$ cat src/rtl/comm_pkg.sv
// rtl/comm_pkg.sv - shared communication-path types and constants
package comm_pkg;

  typedef enum logic [1:0] {
    IDLE,
    FETCH,
    WAIT,
    EMIT
  } state_t;

  // Group size shared with the write-side address generator.
  localparam int REPEAT_DEF = 6;
  localparam int ADDR_W_DEF = 16;
  localparam int DATA_W_DEF = 16;
  localparam int PAD_W      = 8;
  localparam logic [PAD_W-1:0] SAMPLE_PAD = 8'h00;

endpackage

$ cat src/rtl/repeat_counter.sv
// rtl/repeat_counter.sv - per-address beat counter, terminal at REPEAT-1
module repeat_counter
  import comm_pkg::*;
#(
  parameter int REPEAT = REPEAT_DEF
) (
  input  logic clk,
  input  logic rst_n,
  input  logic clear,
  input  logic enable,
  output logic terminal
);

  logic [7:0] r_count;

  always_ff @(posedge clk or negedge rst_n) begin
    if (!rst_n) begin
      r_count <= '0;
    end else if (clear) begin
      r_count <= '0;
    end else if (enable) begin
      r_count <= r_count + 8'd1;
    end
  end

  assign terminal = (r_count == 8'(REPEAT - 1));

endmodule

$ cat src/rtl/frame_reader.sv
// rtl/frame_reader.sv - fetches a frame of words and emits each REPEAT times
module frame_reader
  import comm_pkg::*;
#(
  parameter int ADDR_W = ADDR_W_DEF,
  parameter int DATA_W = DATA_W_DEF,
  parameter int REPEAT = REPEAT_DEF
) (
  input  logic                    clk,
  input  logic                    rst_n,
  input  logic                    start,
  input  logic [ADDR_W-1:0]       base_addr,
  input  logic [15:0]             length,
  output logic [ADDR_W-1:0]       mem_addr,
  output logic                    mem_rd_en,
  input  logic [DATA_W-1:0]       mem_rdata,
  output logic [DATA_W+PAD_W-1:0] out_data,
  output logic                    out_valid,
  input  logic                    out_ready,
  output logic                    busy,
  output logic                    done
);

  state_t                    r_state;
  logic [ADDR_W-1:0]         r_addr;
  logic [15:0]               r_remain;
  logic                      r_mem_rd_en;
  logic [DATA_W+PAD_W-1:0]   r_out_data;
  logic                      r_out_valid;
  logic                      r_busy;
  logic                      r_done;

  logic w_accept;
  logic w_last_beat;
  logic w_cnt_clear;
  logic w_cnt_enable;

  assign w_accept     = (r_state == EMIT) && r_out_valid && out_ready;
  assign w_cnt_clear  = (r_state == WAIT);
  assign w_cnt_enable = w_accept && !w_last_beat;

  repeat_counter #(
    .REPEAT (REPEAT)
  ) u_repeat_counter (
    .clk      (clk),
    .rst_n    (rst_n),
    .clear    (w_cnt_clear),
    .enable   (w_cnt_enable),
    .terminal (w_last_beat)
  );

  always_ff @(posedge clk or negedge rst_n) begin
    if (!rst_n) begin
      r_state     <= IDLE;
      r_addr      <= '0;
      r_remain    <= '0;
      r_mem_rd_en <= 1'b0;
      r_out_data  <= '0;
      r_out_valid <= 1'b0;
      r_busy      <= 1'b0;
      r_done      <= 1'b0;
    end else begin
      r_done <= 1'b0;
      case (r_state)
        IDLE: begin
          if (start) begin
            if (length != 16'd0) begin
              r_addr      <= base_addr;
              r_remain    <= length;
              r_mem_rd_en <= 1'b1;
              r_busy      <= 1'b1;
              r_state     <= FETCH;
            end else begin
              r_done <= 1'b1;
            end
          end
        end
        FETCH: begin
          r_mem_rd_en <= 1'b0;
          r_state     <= WAIT;
        end
        WAIT: begin
          // Memory has a fixed one-cycle latency, so rdata is valid here.
          r_out_data  <= {mem_rdata, SAMPLE_PAD};
          r_out_valid <= 1'b1;
          r_state     <= EMIT;
        end
        EMIT: begin
          if (w_accept && w_last_beat) begin
            r_out_valid <= 1'b0;
            if (r_remain > 16'd1) begin
              r_addr      <= r_addr + ADDR_W'(1);
              r_remain    <= r_remain - 16'd1;
              r_mem_rd_en <= 1'b1;
              r_state     <= FETCH;
            end else begin
              r_busy  <= 1'b0;
              r_done  <= 1'b1;
              r_state <= IDLE;
            end
          end
        end
        default: r_state <= IDLE;
      endcase
    end
  end

  assign mem_addr  = r_addr;
  assign mem_rd_en = r_mem_rd_en;
  assign out_data  = r_out_data;
  assign out_valid = r_out_valid;
  assign busy      = r_busy;
  assign done      = r_done;

endmodule

$ cat config.mk
export PLATFORM = sky130hd
export DESIGN_NAME = frame_reader
export DESIGN_NICKNAME = d
export VERILOG_FILES = /design/src/rtl/comm_pkg.sv /design/src/rtl/repeat_counter.sv /design/src/rtl/frame_reader.sv
export SDC_FILE = /design/constraint.sdc
export NUM_CORES = 1
export LEC_CHECK = 0
export CORE_MARGIN = 4
export CORE_UTILIZATION = 53
export DETAILED_ROUTE_END_ITERATION = 16
export PLACE_DENSITY = 0.95
export SKIP_LAST_GASP = 1
export SLEW_MARGIN = 20
export SYNTH_ARGS = -nofsm -noshare
export SYNTH_HDL_FRONTEND = slang
export SYNTH_SLANG_ARGS = --single-unit
$ cat constraint.sdc
create_clock -name clk -period 3.9 [get_ports clk]
set_input_delay 0.585 -clock clk [delete_from_list [all_inputs] [get_ports clk]]
set_output_delay 0.585 -clock clk [all_outputs]
set_load 0.01 [all_outputs]
# Yosys cells after proc, flatten, opt, wreduce, memory -nomap -nowiden
# Cells that the tools add are included.
# W data, S select, Z words.
# word_totals
ff_bits	62
latchBits	0
ramBits	0
mem_bits_ro	0
inputBits	52
output_inout_bits	44
word_cells	70
mem_count	0
# classes
n_addsub	3
multipliers	0
div_mod_pow	0
n_lt_le_gt_ge	1
eq_ne	9
shifts	0
n_mux	32
bitwise	0
reduce_logical	16
# op_table
op	count
$mux W16	8
$pmux W16 S2	2
$add A16 B1 Y16 const B	1
$gt A16 B1 Y1 const B	1
$mux W8	2
$reduce_bool A16 Y1	1
$sub A16 B1 Y16 const B	1
$reduce_and A5 Y1	3
$mux W1	12
$add A8 B1 Y8 const B	1
$eq A8 B3 Y1 const B	1
$pmux W2 S4	1
$mux W2	3
$ne A2 B2 Y1 const B	3
$pmux W1 S2	3
$reduce_bool A2 Y1	3
$eq A2 B2 Y1 const B	2
$logic_and A1 B1 Y1	4
$ne A2 B1 Y1 const B	2
$pmux W1 S3	1
$reduce_and A3 Y1	1
$reduce_bool A3 Y1	1
$eq A2 B1 Y1 const B	1
$logic_not A2 Y1	1
other kinds (2)	2

# Longest topological paths before layout
# Gate-level depths: netlist of the first run.
# depth
word_depth	6
mapped_depth	9
depth_no_buf	7

# By module
# From an unflattened synthesis of the first run, not the netlist that was laid out.
# hier_totals
hier_cells	387
area_unflattened_um2	3543.4
# modules_own_cells
mod	n_inst	cells_per_inst	area_each_um2	seq_area_each_um2
frame_reader	1	344	3118.0	1351.3
repeat_counter	1	43	425.4	200.2

# Worst setup path after synthesis of the first run
# Ideal clock, no wire load.
# synth_timing
path_kind	register to register
from	register r_remain[0]
to	register r_addr[12], in the netlist mem_addr[12]
setup_time_ns	0.070
arrival_time_ns	2.063
required_time_ns	3.830
slack_ns	1.767
stages_incl_launch_ff	9
path_buffers	1
period_less_slack_ns	2.133
cell_sequence	dfrtp_1 -> inv_1 -> ha_1 -> clkbuf_1 -> o21ba_1 -> and4_1 -> a21o_1 -> or4_1 -> nand3_1
# synth_between
elab_chain_len	3
# synth_lines
element	line_no	text
start: declaration	frame_reader.sv:26	logic [15:0] r_remain;
start signal: assignment	frame_reader.sv:69	r_remain <= length;
start signal: assignment	frame_reader.sv:93	r_remain <= r_remain - 16'd1;
$gt A16 B1 Y1	frame_reader.sv:91	if (r_remain > 16'd1) begin
$ne A2 B1 Y1 (no line)	-	
$reduce_and A5 Y1 (no line)	-	
end signal: assignment	frame_reader.sv:68	r_addr <= base_addr;
end signal: assignment	frame_reader.sv:92	r_addr <= r_addr + ADDR_W'(1);
end: declaration	frame_reader.sv:25	logic [ADDR_W-1:0] r_addr;
# Every way passes these cells.
# A chain may end at the register's enable or synchronous reset.

# Worst setup path after layout of the first run
# layout_timing
from	register r_state[1]
to	register r_remain[15]
# layout_between
elab_chain_len	6
elab_cells_between_ends	12
classes_between	eq/ne: 5; mux: 1; reduce/logical: 6
# layout_lines
element	line_no	text
start: declaration	frame_reader.sv:24	state_t r_state;
start signal: assignment	frame_reader.sv:54	r_state <= IDLE;
start signal: assignment	frame_reader.sv:72	r_state <= FETCH;
start signal: assignment	frame_reader.sv:80	r_state <= WAIT;
$eq A2 B2 Y1	frame_reader.sv:38, frame_reader.sv:64	
$logic_and A1 B1 Y1 (2 in series)	frame_reader.sv:38	assign w_accept = (r_state == EMIT) && r_out_valid && out_ready;
$logic_and A1 B1 Y1	frame_reader.sv:89	if (w_accept && w_last_beat) begin
$ne A2 B1 Y1 (no line)	-	
$reduce_and A5 Y1 (no line)	-	
# Several ways; a longest one is shown, not always the timed one.

==> tab_implementation.tex, run 1 <==
\begin{tabular}{lr}
\hline
Metric & Value \\
\hline
\multicolumn{2}{l}{\textbf{Status}} \\
\quad Status & finished, final reports clean \\
\multicolumn{2}{l}{\textbf{Layout}} \\
\quad Final-stage net count & 539 \\
\quad Area growth, synth to finish & 29.6\% \\
\quad Count of inserted antenna diode cells & 0 \\
\quad Fraction of layout cells with a size suffix above 1 & 11.2\% \\
\multicolumn{2}{l}{\textbf{Pwr}} \\
\quad Part of the total power dissipated in combinational logic & 56.0\% \\
\quad Flop pwr share & 31.2\% \\
\quad Power density cells & 853 nW/um2 \\
\quad Net switching power of the design & 1.89 mW \\
\quad Clock network power share & 12.8\% \\
\quad Leakage & 1.95 nW \\
\quad Sw frac & 45.6\% \\
\quad Internal power consumption & 2.26 mW \\
\quad Maximum ir drop on the vdd rail & 0.407 mV \\
\multicolumn{2}{l}{\textbf{Timing}} \\
\quad Post-layout min period & 2.94 ns \\
\quad FMAX & 340 MHz \\
\quad Worst-margin pin slew & 0.957 ns \\
\quad Final slew viol count & 0 \\
\quad \# setup viols final & 0 \\
\quad Relative slew slack & 36.2\% \\
\quad Final hold vios & 0 \\
\quad Clock Skews & 0.0136 ns \\
\quad Final sum of negative setup slack & 0 ns \\
\quad Worst hold slack after final layout & 0.243 ns \\
\quad Portion of the clock cycle consumed by the worst path in the final layout & 75.3\% \\
\quad Setup repair after global routing missed its margin & no \\
\multicolumn{2}{l}{\textbf{Floorplan}} \\
\quad Row cnt & 30 \\
\quad I/O pin count & 96 \\
\quad Height of the die & 92.1 um \\
\quad Die Span X & 92.1 um \\
\quad Core Region & 6830 um2 \\
\quad Starting density of the core & 54.9\% \\
\quad DIE AREA & 8480 um2 \\
\multicolumn{2}{l}{\textbf{Synth}} \\
\quad Seq cells post-synth & 62 \\
\quad Post-synthesis xor/xnor area fraction & 1.64\% \\
\quad Sequential share of the synthesized area & 41.4\% \\
\quad Fraction of the mapped netlist area in simple logic gates & 21.1\% \\
\quad Multiplexer area fraction after synthesis & 7.01\% \\
\quad Main synth FF type & sky130\_fd\_sc\_hd\_\_dfrtp\_1 \\
\quad Synthesized instance count & 393 \\
\quad Post-Synthesis Cell Area & 3750 um2 \\
\quad Netlist cell types & 64 \\
\quad Ys Warns & 0 \\
\quad Largest family of logic cells by synthesized area & simple AND/OR/NAND/NOR gates \\
\quad Number of synthesized flops with an enable pin & 0 \\
\quad Adder-cell area share of the yosys netlist & 3.34\% \\
\quad Syn\_area\_per\_cell & 9.54 um2 \\
\quad Asr flop ratio synth & 100\% \\
\quad Post-synthesis compound-gate area fraction & 20.0\% \\
\multicolumn{2}{l}{\textbf{Detailed routing}} \\
\quad DRT Pass-1 Iters & 8 \\
\quad WL per Instance & 19.4 um \\
\quad Final ANT Viol Nets & 0 \\
\quad Average vias per placed instance & 6.47 \\
\quad Number of design-rule violations left by the first detailed-router iteration & 540 \\
\quad Remaining routing DRC violations & 0 \\
\quad Vias post-DR & 3,737 \\
\quad Total routed wirelength & 11,200 um \\
\multicolumn{2}{l}{\textbf{Global routing}} \\
\quad Via count of the first global-routing pass & 3,528 \\
\quad Wire length of the first global-routing pass & 17,800 um \\
\quad GRT Util Overall & 26.5\% \\
\quad Final global-route overflow total & 0 \\
\quad Pin count of the biggest net entering global routing & 50 \\
\quad Antenna violations before repair & 0 \\
\multicolumn{2}{l}{\textbf{CTS}} \\
\quad CTS clock-pin slew for the worst setup and hold paths & 0.08 ns \\
\quad Quantity of hold-fixing buffers added after cts & 0 \\
\quad Maximum buffer depth of the clock tree & 2 \\
\quad Total of cells resized after clock tree synthesis & 0 \\
\quad TritonCTS clock tree & yes \\
\quad \# Post-CTS Setup Buffers & 0 \\
\quad Source-to-sink clock delay at the later pin of the worst-skew pair & 0.35 ns \\
\quad Root buffer cell & sky130\_fd\_sc\_hd\_\_clkbuf\_8 \\
\quad Clock net sink count & 62 \\
\quad Total CTS buffers & 9 \\
\quad CTS H-Tree Depth & 3 \\
\multicolumn{2}{l}{\textbf{Worst setup path}} \\
\quad CP max FO & 16 \\
\quad Critical Path AT & 3.17 ns \\
\quad Kind of end point of the critical path & flip-flop \\
\quad Sort of element at the start of the critical path & flip-flop \\
\quad Setup Crit Path Kind & reg -> reg \\
\quad Top Family by Delay on Critical Path & compound AO/OA/AOI/OAI gates \\
\quad Worst path buffer plus inverter count & 0 \\
\quad Cell with the biggest individual delay on the critical path & sky130\_fd\_sc\_hd\_\_a21oi\_2 \\
\quad Data required time at the worst endpoint & 4.14 ns \\
\quad Ordered cell list for the critical path & ha\_1 > and3\_1 > a31oi\_1 > a21oi\_2 > a31oi\_1 > a311oi\_1 \\
\quad Most common cell on crit path & sky130\_fd\_sc\_hd\_\_a31oi\_1 \\
\quad Worst stage delay on the critical path & 0.75 ns \\
\multicolumn{2}{l}{\textbf{Job}} \\
\quad Number of max-cap violations & 0 \\
\multicolumn{2}{l}{\textbf{Hold path}} \\
\quad HP Class & in -> async \\
\multicolumn{2}{l}{\textbf{Place}} \\
\quad Count of input and output buffers & 87 \\
\quad Detailed Place HPWL & 7810 um \\
\quad Routability congestion estimate & 0.973 \\
\hline
\end{tabular}
[cell families after synthesis]
logic type | count (synthesis)
and+or+nand+nor | 146
AOI/OAI and AO/OA | 101
DFF | 62
buffers and inverters | 42
muxes | 24
adders and majority gates | 10
xor gates and xnor gates | 7
other | 1
[cell type report]
type | count | area [um2]
clock buffer | 9 | 124
clock inverter | 7 | 55.1
fill | 497 | 1970
inverter | 13 | 48.8
multi-input combinational | 296 | 2020
sequential | 62 | 1550
tap | 96 | 120
timing repair buffer | 95 | 936
[power by group through the flow]
stage / logic [mW] / registers (mW) / clock network [mW]
after floorplan: 1.36 / 1.29 / 0
after CTS: 2.28 / 1.28 / 0.527
after global placement: 2.16 / 1.26 / 0
final: 2.32 / 1.29 / 0.529
after global routing: 2.50 / 1.33 / 0.561
after detailed placement: 2.25 / 1.28 / 0
[flip-flops by register name, indices dropped and copies added, names as in the netlist]
name / flops
out_valid: 1
r_remain: 16
done: 1
u_repeat_counter.r_count: 8
busy: 1
mem_addr: 16
mem_rd_en: 1
r_state: 2
out_data: 16
[worst register-to-register path: cells and delay by family (launching register included)]
kind,cells,cell delay [ns]
compound gates,4,1.43
flops,1,0.44
simple gates,1,0.37
fa+ha+maj,1,0.58
[metal layers]
layer / wire, um / track usage [%] / vias to the layer above / share of wire (%)
li1: - / - / 1643 / -
met5: 0 / 0 / - / 0
met3: 1160 / 6.23 / 47 / 10
met2: 5390 / 42.1 / 280 / 48
met4: 428 / 11.8 / 0 / 3.8
met1: 4210 / 34.3 / 1767 / 38
[path summary, 6_finish.rpt]
path,startpoint,end,cells past startpoint,slack (ns)
worst min register to register,out_data[18]$_DFFE_PN0P_,out_data[18]$_DFFE_PN0P_,1,0.51
worst min-delay path,rst_n,mem_addr[0]$_DFFE_PN0P_,1,0.24
min in group clk,out_data[18]$_DFFE_PN0P_,out_data[18]$_DFFE_PN0P_,1,0.51
worst max register to register,r_state[1]$_DFFE_PN0P_,r_remain[15]$_DFFE_PN0P_,6,0.96
worst max-delay path,r_state[1]$_DFFE_PN0P_,r_remain[15]$_DFFE_PN0P_,6,0.96
max in group asynchronous,rst_n,r_remain[7]$_DFFE_PN0P_,2,2.98
[synth_stat cells (4+ instances only)]
cell type | number | share of area (%)
sky130_fd_sc_hd__nor2_1 | 34 | 3.4
sky130_fd_sc_hd__a32oi_1 | 4 | 0.93
sky130_fd_sc_hd__mux2_2 | 18 | 5.4
sky130_fd_sc_hd__or4_1 | 5 | 1.0
sky130_fd_sc_hd__o32ai_1 | 5 | 1.2
sky130_fd_sc_hd__a211oi_1 | 7 | 1.4
sky130_fd_sc_hd__xor2_1 | 6 | 1.4
sky130_fd_sc_hd__clkbuf_1 | 15 | 1.5
sky130_fd_sc_hd__nor3_1 | 17 | 2.3
sky130_fd_sc_hd__buf_2 | 5 | 0.67
sky130_fd_sc_hd__dfrtp_1 | 62 | 41
sky130_fd_sc_hd__nand2_1 | 22 | 2.2
sky130_fd_sc_hd__o31ai_1 | 4 | 0.80
sky130_fd_sc_hd__a31oi_1 | 10 | 1.7
sky130_fd_sc_hd__buf_4 | 8 | 1.6
sky130_fd_sc_hd__a311oi_1 | 6 | 1.4
sky130_fd_sc_hd__nor2b_1 | 4 | 0.67
sky130_fd_sc_hd__ha_1 | 10 | 3.3
sky130_fd_sc_hd__o21ai_0 | 11 | 1.5
sky130_fd_sc_hd__inv_1 | 13 | 1.3
sky130_fd_sc_hd__o211ai_1 | 5 | 1.0
sky130_fd_sc_hd__mux2i_1 | 6 | 1.6
sky130_fd_sc_hd__a21oi_1 | 14 | 1.9
sky130_fd_sc_hd__a22o_1 | 4 | 0.93
sky130_fd_sc_hd__and3_1 | 6 | 1.0
sky130_fd_sc_hd__nand4_1 | 7 | 1.2
sky130_fd_sc_hd__nand3_1 | 24 | 3.2
sky130_fd_sc_hd__o22ai_1 | 4 | 0.67
sky130_fd_sc_hd__nor4_1 | 5 | 0.83
[per-stage QoR]
stage                     power [mW]  setup slack, ns  instance area, um2  util (%)  std cells
after floorplan                 2.65             1.77                3770         -        400
after global placement          3.43            0.906                4660      68.2        561
after detailed placement        3.53            0.907                4660      68.2        561
after CTS                       4.09             1.09                4840      70.8        577
after global routing            4.39            0.721                4860      71.1        578
final                           4.14            0.962                4860      71.1        578
[layout by cell type, fill, tap and decap left out, drive strengths merged, types with 5 or more instances in the layout]
cell type,count
and3,7
nand4,7
ha,10
clkbuf,9
xor2,6
clkdlybuf4s50,86
inv,16
a311oi,6
nor4,7
a211oi,7
mux2,18
conb,8
nor3,17
or4,5
mux2i,6
o21ai,12
nor2,34
a21oi,15
nand3,24
a31oi,10
o32ai,5
nand2,23
buf,9
o31ai,6
dfrtp,62
o211ai,5
No activity file was read; power rests on OpenSTA's default activity.
==> run 2, diff against run 1 <==
--- a/config.mk
+++ b/config.mk
@@ -6,9 +6,9 @@
 export NUM_CORES = 1
 export LEC_CHECK = 0
 export CORE_MARGIN = 4
-export CORE_UTILIZATION = 53
+export CORE_UTILIZATION = 45
 export DETAILED_ROUTE_END_ITERATION = 16
-export PLACE_DENSITY = 0.95
+export PLACE_DENSITY = 0.89
 export SKIP_LAST_GASP = 1
 export SLEW_MARGIN = 20
 export SYNTH_ARGS = -nofsm -noshare
==> constraint.sdc (replaced) <==
create_clock -name clk -period 2.5 [get_ports clk]
set_input_delay 0.375 -clock clk [delete_from_list [all_inputs] [get_ports clk]]
set_output_delay 0.375 -clock clk [all_outputs]
set_load 0.01 [all_outputs]
==> run 2 against run 1 <==
Compared with the run above: sequential power increased by 57%; clock skew decreased by 0.0040 ns; final area increased by 4.4%; maximum frequency increased by 28%; global-route usage decreased by 3.3 points; critical path depth unchanged; setup slack got worse by 0.76 ns; sequential share of layout area decreased by 1.3 points; power increased by 66%; count of clock-buffer cells in the layout unchanged; via count increased by 0.43%; cell count increased by 4.8%; critical endpoint is now r_remain[2]$_DFFE_PN0P_; largest cell class unchanged.
==> tab_implementation.tex, run 2 (same netlist as run 1, synthesis figures left out) <==
\begin{tabular}{lr}
\hline
Metric & Value \\
\hline
\multicolumn{2}{l}{\textbf{Status}} \\
\quad Status & finished, final reports clean \\
\multicolumn{2}{l}{\textbf{Pwr}} \\
\quad Net switching power of the design & 2.98 mW (+58\%) \\
\quad Leakage & 2.08 nW (+6.4\%) \\
\quad Internal power consumption & 3.89 mW (+72\%) \\
\quad Clock network power share & 15.1\% (+2.3 points) \\
\quad Flop pwr share & 29.6\% (-1.6 points) \\
\quad Power density cells & 1350 nW/um2 (+59\%) \\
\quad Sw frac & 43.4\% (-2.2 points) \\
\quad Maximum ir drop on the vdd rail & 0.688 mV (+69\%) \\
\quad Part of the total power dissipated in combinational logic & 55.2\% (-0.8 points) \\
\multicolumn{2}{l}{\textbf{CTS}} \\
\quad TritonCTS clock tree & yes \\
\quad \# Post-CTS Setup Buffers & 0 (unchanged) \\
\quad CTS H-Tree Depth & 3 (unchanged) \\
\quad Total of cells resized after clock tree synthesis & 0 (unchanged) \\
\quad Total CTS buffers & 9 (unchanged) \\
\quad Source-to-sink clock delay at the later pin of the worst-skew pair & 0.36 ns (about the same) \\
\quad Clock net sink count & 62 (unchanged) \\
\quad Root buffer cell & sky130\_fd\_sc\_hd\_\_clkbuf\_8 \\
\quad CTS clock-pin slew for the worst setup and hold paths & 0.08 ns (about the same) \\
\quad Quantity of hold-fixing buffers added after cts & 0 (unchanged) \\
\quad Maximum buffer depth of the clock tree & 2 (unchanged) \\
\multicolumn{2}{l}{\textbf{Floorplan}} \\
\quad Starting density of the core & 45.9\% (-9.0 points) \\
\quad Die Span X & 99.3 um (+7.8\%) \\
\quad Row cnt & 33 (+10\%) \\
\quad DIE AREA & 9850 um2 (+16\%) \\
\quad I/O pin count & 96 (unchanged) \\
\quad Core Region & 8180 um2 (+20\%) \\
\quad Height of the die & 99.3 um (+7.8\%) \\
\multicolumn{2}{l}{\textbf{Worst setup path}} \\
\quad Setup Crit Path Kind & reg -> reg \\
\quad R2R Path Start & r\_remain[8]\$\_DFFE\_PN0P\_ \\
\quad CP max FO & 10 (-6) \\
\quad Worst path buffer plus inverter count & 1 (+1) \\
\quad Data required time at the worst endpoint & 2.75 ns (-1.39 ns) \\
\quad Kind of end point of the critical path & flip-flop \\
\quad Critical Path AT & 2.54 ns (-0.63 ns) \\
\quad Sort of element at the start of the critical path & flip-flop \\
\quad Ordered cell list for the critical path & nor4\_4 > nand2\_1 > o31ai\_4 > buf\_4 > nor2\_1 > a211o\_1 \\
\quad Critical path origin & r\_remain[8]\$\_DFFE\_PN0P\_ \\
\quad Worst stage delay on the critical path & 0.54 ns (-0.21 ns) \\
\quad Cell with the biggest individual delay on the critical path & sky130\_fd\_sc\_hd\_\_o31ai\_4 \\
\quad Top Family by Delay on Critical Path & compound AO/OA/AOI/OAI gates \\
\multicolumn{2}{l}{\textbf{Detailed routing}} \\
\quad Remaining routing DRC violations & 0 (unchanged) \\
\quad Number of design-rule violations left by the first detailed-router iteration & 414 (-23\%) \\
\quad Final ANT Viol Nets & 0 (unchanged) \\
\quad Total routed wirelength & 11,400 um (+2.2\%) \\
\quad Average vias per placed instance & 6.19 (-4.2\%) \\
\quad Vias post-DR & 3,753 (+0.43\%) \\
\quad WL per Instance & 18.9 um (-2.5\%) \\
\quad DRT Pass-1 Iters & 9 (+1) \\
\multicolumn{2}{l}{\textbf{Timing}} \\
\quad \# setup viols final & 0 (unchanged) \\
\quad Post-layout min period & 2.30 ns (-0.641 ns) \\
\quad Portion of the clock cycle consumed by the worst path in the final layout & 91.9\% (+17 points) \\
\quad Final Worst Setup Slack & 0.203 ns (-0.759 ns) \\
\quad Final slew viol count & 0 (unchanged) \\
\quad Worst-margin pin slew & 0.648 ns (-0.310 ns) \\
\quad Final sum of negative setup slack & 0 ns (unchanged) \\
\quad Clock Skews & 0.00958 ns (-0.00402 ns) \\
\quad Worst hold slack after final layout & 0.0307 ns (-0.213 ns) \\
\quad FMAX & 435 MHz (+28\%) \\
\quad Final hold vios & 0 (unchanged) \\
\quad Relative slew slack & 56.7\% (+21 points) \\
\quad Setup repair after global routing missed its margin & no \\
\multicolumn{2}{l}{\textbf{Layout}} \\
\quad Layout Utilization & 62.0\% (-9.1 points) \\
\quad Fraction of layout cells with a size suffix above 1 & 14.8\% (+3.6 points) \\
\quad Area growth, synth to finish & 35.2\% \\
\quad Most common cell after layout, fill and taps aside & sky130\_fd\_sc\_hd\_\_clkdlybuf4s50\_1 \\
\quad Post-route design area & 5070 um2 (+4.4\%) \\
\quad Count of inserted antenna diode cells & 0 (unchanged) \\
\quad Number of fill cells & 702 (+41\%) \\
\quad Top library cells by usage in the layout, fill and taps aside & sky130\_fd\_sc\_hd\_\_clkdlybuf4s50\_1, sky130\_fd\_sc\_hd\_\_dfrtp\_1, sky130\_fd\_sc\_hd\_\_nor2\_1 \\
\quad Final-stage net count & 558 (+3.5\%) \\
\multicolumn{2}{l}{\textbf{Hold path}} \\
\quad HP Class & in -> async \\
\multicolumn{2}{l}{\textbf{Place}} \\
\quad Post-Place Setup Slack & 0.0454 ns (-0.862 ns) \\
\quad Detailed Place HPWL & 8310 um (+6.3\%) \\
\quad Routability congestion estimate & 0.934 (-4.1\%) \\
\quad Count of input and output buffers & 87 (unchanged) \\
\quad Placed instance area & 4830 um2 (+3.7\%) \\
\multicolumn{2}{l}{\textbf{Global routing}} \\
\quad GRT Util Overall & 23.2\% (-3.3 points) \\
\quad Via count of the first global-routing pass & 3,697 (+4.8\%) \\
\quad Final global-route overflow total & 0 (unchanged) \\
\quad Pin count of the biggest net entering global routing & 39 (-22\%) \\
\quad Antenna violations before repair & 0 (unchanged) \\
\quad Wire length of the first global-routing pass & 18,300 um (+2.8\%) \\
\multicolumn{2}{l}{\textbf{Job}} \\
\quad Number of max-cap violations & 0 (unchanged) \\
\hline
\end{tabular}
==> run 2: power by group through the flow <==
stage | Clock (mW) | Sequential (mW) | Combinational, mW
final | 1.04 | 2.03 | 3.79
after detailed placement | 0 | 2.02 | 3.72
after floorplan | 0 | 2.01 | 2.12
after global routing | 1.09 | 2.09 | 4.09
after global placement | 0 | 1.98 | 3.60
after CTS | 1.05 | 2.01 | 3.75
==> run 2: metrics by stage <==
stage | total power, mW | instances
after floorplan | 4.13 | 400
after global placement | 5.58 | 590
after detailed placement | 5.74 | 590
after CTS | 6.81 | 606
after global routing | 7.28 | 606
final | 6.86 | 606
==> run 2: final timing paths <==
check	end	slack (ns)	cells past startpoint
max in group asynchronous	r_state[0]$_DFFE_PN0P_	1.85	2
min in group clk	out_data[10]$_DFFE_PN0P_	0.51	1
hold / removal	mem_addr[11]$_DFFE_PN0P_	0.03	1
setup reg to reg	r_remain[2]$_DFFE_PN0P_	0.20	6
hold reg to reg	out_data[10]$_DFFE_PN0P_	0.51	1
setup / recovery	r_remain[2]$_DFFE_PN0P_	0.20	6
==> run 2: area by class of cell <==
| type | instances | area (um2) | area share [%] |
|---|---|---|---|
| Multi-Input combinational cell | 296 | 2030 | 40.0 |
| Clock inverter | 7 | 105 | 2.07 |
| Sequential cell | 62 | 1550 | 30.6 |
| Timing Repair Buffer | 114 | 1080 | 21.3 |
| Clock buffer | 9 | 124 | 2.44 |
| Tap cell | 105 | 131 | 2.59 |
| Inverter | 13 | 48.8 | 0.963 |
==> run 2: layer usage <==
layer	part of all wire, %	global-route usage, %
met5	0	0
met4	2.0	9.87
met3	9.1	6.31
met2	50	37.6
met1	39	29.1
